--- src/rtl/mult_rr_arbiter.sv ---
// rtl/mult_rr_arbiter.sv - round-robin arbiter sequencing N_REQ requesters onto one shared iterative multiplier
// Optional macro MULT_ARB_TIMEOUT_EN: bound the wait on the multiplier to TIMEOUT cycles and flag resp_err.
module mult_rr_arbiter #(
  parameter int N_REQ   = 4,
  parameter int W       = 16,
  parameter int TIMEOUT = 32
) (
  input  logic               clk,
  input  logic               reset,
  input  logic [N_REQ-1:0]   req_valid,
  output logic [N_REQ-1:0]   req_ready,
  input  logic [N_REQ*W-1:0] req_a,
  input  logic [N_REQ*W-1:0] req_b,
  output logic [N_REQ-1:0]   resp_valid,
  input  logic [N_REQ-1:0]   resp_ready,
  output logic [W-1:0]       resp_y,
  output logic               resp_err,
  output logic               mul_start,
  output logic [W-1:0]       mul_a,
  output logic [W-1:0]       mul_b,
  input  logic               mul_busy,
  input  logic [W-1:0]       mul_y
);

  localparam int IDW = (N_REQ > 1) ? $clog2(N_REQ) : 1;

  typedef enum logic [2:0] {
    IDLE,
    ISSUE,
    WAIT_BUSY,
    WAIT_DONE,
    RESP
  } state_t;

  state_t         state;
  state_t         state_nxt;
  logic [IDW-1:0] ptr;
  logic [IDW-1:0] ptr_nxt;
  logic [IDW-1:0] id;
  logic [IDW-1:0] grant_id;
  logic           grant_found;
  logic [IDW:0]   rr_idx;
  logic [IDW:0]   id_inc;
  logic [W-1:0]   sel_a;
  logic [W-1:0]   sel_b;
  logic           accept;
  logic           capture;
  logic           ack;
  logic           timed_out;

  // Scan offsets from high to low so the lowest offset from ptr wins.
  always_comb begin
    grant_found = 1'b0;
    grant_id    = '0;
    rr_idx      = '0;
    for (int k = N_REQ - 1; k >= 0; k--) begin
      rr_idx = {1'b0, ptr} + (IDW + 1)'(k);
      if (rr_idx >= (IDW + 1)'(N_REQ)) begin
        rr_idx = rr_idx - (IDW + 1)'(N_REQ);
      end
      if (req_valid[rr_idx[IDW-1:0]]) begin
        grant_found = 1'b1;
        grant_id    = rr_idx[IDW-1:0];
      end
    end
  end

  always_comb begin
    sel_a = '0;
    sel_b = '0;
    for (int i = 0; i < N_REQ; i++) begin
      if (grant_id == IDW'(i)) begin
        sel_a = req_a[i*W +: W];
        sel_b = req_b[i*W +: W];
      end
    end
  end

  always_comb begin
    id_inc = {1'b0, id} + (IDW + 1)'(1);
    if (id_inc == (IDW + 1)'(N_REQ)) begin
      ptr_nxt = '0;
    end else begin
      ptr_nxt = id_inc[IDW-1:0];
    end
  end

  assign accept  = (state == IDLE) && grant_found;
  assign capture = (state == WAIT_DONE) && !mul_busy;
  assign ack     = resp_ready[id];

`ifdef MULT_ARB_TIMEOUT_EN
  localparam int CW = $clog2(TIMEOUT + 1);

  logic [CW-1:0] wait_cnt;
  logic          waiting;

  assign waiting   = (state == WAIT_BUSY) || (state == WAIT_DONE);
  // A normal completion in the same cycle as expiry takes precedence.
  assign timed_out = waiting && !capture && (wait_cnt == CW'(TIMEOUT - 1));

  always_ff @(posedge clk) begin
    if (reset) begin
      wait_cnt <= '0;
    end else if (state == ISSUE) begin
      wait_cnt <= '0;
    end else if (waiting && !timed_out) begin
      wait_cnt <= wait_cnt + CW'(1);
    end
  end

  always_ff @(posedge clk) begin
    if (reset) begin
      resp_err <= 1'b0;
    end else if (capture) begin
      resp_err <= 1'b0;
    end else if (timed_out) begin
      resp_err <= 1'b1;
    end
  end
`else
  assign timed_out = 1'b0;
  assign resp_err  = 1'b0;
`endif

  always_ff @(posedge clk) begin
    if (reset) begin
      state <= IDLE;
    end else begin
      state <= state_nxt;
    end
  end

  always_comb begin
    state_nxt = state;
    case (state)
      IDLE:      if (grant_found) state_nxt = ISSUE;
      ISSUE:     state_nxt = WAIT_BUSY;
      WAIT_BUSY: begin
        if (timed_out) begin
          state_nxt = RESP;
        end else if (mul_busy) begin
          state_nxt = WAIT_DONE;
        end
      end
      WAIT_DONE: if (capture || timed_out) state_nxt = RESP;
      RESP:      if (ack) state_nxt = IDLE;
      default:   state_nxt = IDLE;
    endcase
  end

  always_comb begin
    req_ready  = '0;
    resp_valid = '0;
    mul_start  = (state == ISSUE);
    if (accept) begin
      req_ready = N_REQ'(1) << grant_id;
    end
    if (state == RESP) begin
      resp_valid = N_REQ'(1) << id;
    end
  end

  // Operands stay latched from accept until the next accept so the multiplier sees them stable.
  always_ff @(posedge clk) begin
    if (reset) begin
      ptr    <= '0;
      id     <= '0;
      mul_a  <= '0;
      mul_b  <= '0;
      resp_y <= '0;
    end else begin
      if (accept) begin
        id    <= grant_id;
        mul_a <= sel_a;
        mul_b <= sel_b;
      end
      if (capture) begin
        resp_y <= mul_y;
      end else if (timed_out) begin
        resp_y <= '0;
      end
      if ((state == RESP) && ack) begin
        ptr <= ptr_nxt;
      end
    end
  end

endmodule

--- config.mk ---
export PLATFORM = sky130hd
export DESIGN_NAME = mult_rr_arbiter
export DESIGN_NICKNAME = d
export VERILOG_FILES = /design/src/rtl/mult_rr_arbiter.sv
export SDC_FILE = /design/constraint.sdc
export NUM_CORES = 1
export LEC_CHECK = 0
export CORE_ASPECT_RATIO = 1.75
export CORE_MARGIN = 2
export CORE_UTILIZATION = 35
export CTS_CLUSTER_SIZE = 20
export DETAILED_ROUTE_END_ITERATION = 8
export PLACE_DENSITY = 0.78
export REMOVE_ABC_BUFFERS = 1
export SYNTH_ARGS = -nofsm -noshare
export SYNTH_HDL_FRONTEND = slang
export SYNTH_SLANG_ARGS = --single-unit
--- constraint.sdc ---
create_clock -name clk -period 3.24 [get_ports clk]
set_clock_uncertainty 0.2 [all_clocks]
set_input_delay 0.648 -clock clk [delete_from_list [all_inputs] [get_ports clk]]
set_output_delay 0.648 -clock clk [all_outputs]
set_load 0.01 [all_outputs]
==> flow_summary_export.csv <==
group,metric,value,unit
detailed_routing,detail_route.iter0.violations,93,
worst_setup_path,crit_path_top_delay_cell,"clkdlybuf4s50_1",
timing,timing_hold_violations_final,0,
power,comb_power_share,0.334,
power,p_switching,0.5807,mW
global_route,globalRouteTotalUtil,0.2165,
worst_setup_path,timing.critical_path.required,2390,ps
power,power.leakage,2.197,nW
power,total_power_per_unit_cell_area,376.3,mW/mm²
synth,postSynthAreaPerCell,8.419,µm²
clocking,h-tree-depth,2,
clocking,clkTransAtPathRegs,60,ps
clocking,ctsLongestPathBuffers,2,
die,ioPinCount,213,
timing,final_max_slew_viol_count,0,
worst_setup_path,critPathKind,"in2out",
synth,seq_total_area_yosys,0.3286,
detailed_routing,route.detailed.drc,0,
synth,postSynthRegisterBits,55,
worst_setup_path,cpLargestDelayFamily,"buffers and inverters",
worst_setup_path,worst_path_largest_cell_delay,540,ps
timing,post-route-worst-setup-slack,113.2,ps
run_status,outcome,"finished, final reports clean",
synth,number_of_instances_in_the_synthesized_netlist,398,
place,place_ws,-187.4,ps
synth,synth-warning-count,0,
synth,synth_largest_area_cell,"dfxtp_1",
detailed_routing,route.detailed.wl_per_inst,15.67,µm
detailed_routing,firstDrtPassIters,4,
flow_run,timing.max_cap.violations,0,
detailed_routing,wl,11270,µm
finish,antennaDiodeCount,0,
die,fp-row-count,47,
power,proportion_of_power_drawn_by_flip_flops_and_latches,0.376,
power,power,2.142,mW
detailed_routing,routed_via_density,5.132,
die,floorplan.initialDensity,0.3561,
synth,synth_cell_types,45,
finish,final_nets,756,
worst_hold_path,hold_path_class,"reg2reg",
die,die_width,77.97,µm
place,placement.io_buffers,211,
worst_setup_path,timing.critical_path.arrival,2280,ps
die,design.die.area,0.01040,mm²
global_route,grt_pass1_vias,3920,
place,post-dp-hpwl,8654,µm
global_route,grt_first_pass_wirelength,18110,µm
place,place_inst,711,
timing,rsz0062_at_grt,"false",
die,placeableCoreArea,0.009409,mm²
clocking,clk-insertion-delay-late,290,ps
finish,layout-area-overhead-vs-synth,69.90,%
detailed_routing,remaining_antenna_violation_count,0,
clocking,clkSinkCount,55,
power,max-vdd-ir-drop,203.9,µV
timing,max_clock_freq,319.8,MHz
timing,finalCritPeriodShare,0.9650,
synth,syn_area,0.003351,mm²
finish,fillCellCount,850,
detailed_routing,vias,3690,
synth,yosys-top-cells-area,"dfxtp_1 (33%), mux2i_1 (10%), a21boi_0 (7.4%)",
finish,multi_input_gate_area,0.001996,mm²
timing,setup_viol,0,
worst_setup_path,timing.critical_path.from_type,"input port",
clocking,cts_made_buffers,5,
global_route,maximum_number_of_pins_on_one_net_before_global_route_repair,35,
global_route,grt_overflow_total,0,
clocking,cts-hold-fix-buffers,0,
clocking,clockRootBuffer,"clkbuf_16",
worst_setup_path,path_max_fanout,5,
synth,synth.top_cell.area_share,0.3286,
timing,worstMarginPinSlew,824.1,ps
power,cellInternalPower,1.562,mW
global_route,antenna_found_initial,0,
die,die_h,133.4,µm
finish,final_layout_size_suffix_gt1_frac,0.07873,
worst_setup_path,crit_path_cell_trace,"clkdlybuf4s50_1 -> or2b_1 -> a21oi_1 -> buf_4 -> nor2_1 -> nor3_1 -> dlygate4sd2_1",
timing,slew-limit-headroom,0.4494,
place,gp_routability_congestion,0.7964,
timing,final.min_clock_period,3127,ps
worst_setup_path,worstPathBufferInverterCount,3,
power,swShare,0.2710,
finish,final_cells,719,
power,clock_network_fraction_of_total_power,0.290,
finish,ff_latch_area,0.001101,mm²
clocking,tritoncts,"yes",
worst_setup_path,timing.critical_path.to_type,"primary output",
## cells in the final DEF (no fill, tap or decap), types with 5 or more instances in the layout
cell and count:
a21oi_1 21, ha_1 5, buf_4 17, nand2_1 64, o211ai_1 26, and3_1 36, dfxtp_1 55, clkdlybuf4s50_1 207
o21ai_1 30, clkbuf_16 5, nor2_1 7, a21boi_0 33, mux2i_1 35, o211ai_2 6, nor3_1 5
## final timing paths
kind	startpoint	endpoint	slack, ps	depth (start not counted)
max	req_valid[0]	req_ready[1]	110	7
min	resp_y[0]	resp_y[0]	250	2
max reg2reg	ptr[1]	mul_b[2]	980	6
min reg2reg	resp_y[0]	resp_y[0]	250	2
## per-stage QoR
stage	util	hold WS [ps]	TNS, ps	cell area, µm²
global route	0.6051	280.0	0	5693
floorplan	-	248.8	-14770	3100
detailed placement	0.5864	248.7	-700.1	5518
global placement	0.5864	242.2	-637.1	5518
CTS	0.6051	258.1	0	5693
finish	0.6051	254.6	0	5693
## layer usage
metal | part of all wire | GRT usage | up-vias
met3 | 0.061 | 0.04268 | 17
li1 | - | - | 1810
met4 | 0.020 | 0.06725 | 0
met5 | 0 | 0 | -
met1 | 0.36 | 0.2093 | 1719
met2 | 0.56 | 0.4416 | 144
## synth_stat cells, drive strengths merged
cell,instances
nor3,6
a2111oi,1
nand3b,1
a21oi,21
nand2,67
or3,1
nor3b,1
conb,1
mux4,1
or4,1
inv,4
nor4bb,1
dfxtp,55
or2,1
nand3,1
mux2i,35
o21ai,33
or4b,1
o211ai,32
a31oi,1
buf,20
nor4b,1
nor2b,3
or2b,1
a221oi,1
nand2b,2
a21boi,33
clkbuf,18
a211oi,1
nor4,1
ha,5
o22a,1
and3b,1
nor2,8
and3,36
and2,1
## sequential cells by signal, summed over array words and instances, names as in the netlist
signal and cells:
resp_y 16, ptr 2, state 3, mul_a 16
mul_b 16, id 2
## logic make-up (layout without fill, tap and decap cells)
kind of cell               after synthesis  in the layout  share of synthesized area
and+or+nand+nor                        135            135                     0.2121
AOI/OAI and AO/OA                      124            124                     0.2491
DFF                                     55             55                     0.3286
buffers and inverters                   42            241                    0.07916
muxes                                   36             36                     0.1113
adders and majority gates                5              5                    0.01867
other                                    1              1                   0.001119
## power by group through the flow
stage	logic [mW]	clock network, mW	registers (mW)
finish	0.716	0.622	0.805
global route	0.775	0.657	0.814
CTS	0.726	0.640	0.804
detailed placement	0.723	0	0.819
global placement	0.710	0	0.814
floorplan	0.246	0	0.847
## area by class of cell
class | count | area share
clock inverters | 2 | 0.006154
flip-flops and latches | 55 | 0.1934
multi-input cells | 301 | 0.3505
repair buffers | 229 | 0.3960
clock buffers | 6 | 0.02440
well taps | 122 | 0.02681
inverters | 4 | 0.002637
## worst reg2reg max path, stage by stage, from the launching register on
cell      delay, ps
dfxtp_1         440
mux2i_1         210
o22a_2          190
and2_2          190
buf_4           430
mux2i_1         370
o211ai_1        110
## what timing repair did
action / 4_1_cts / 5_1_grt
gates resized for setup: 6 / 0
setup endpoints to repair: 4 / 0
buffers inserted: 0 / 0
endpoints found under the hold margin: 0 / 0
Power figures use the tool's default switching activity.
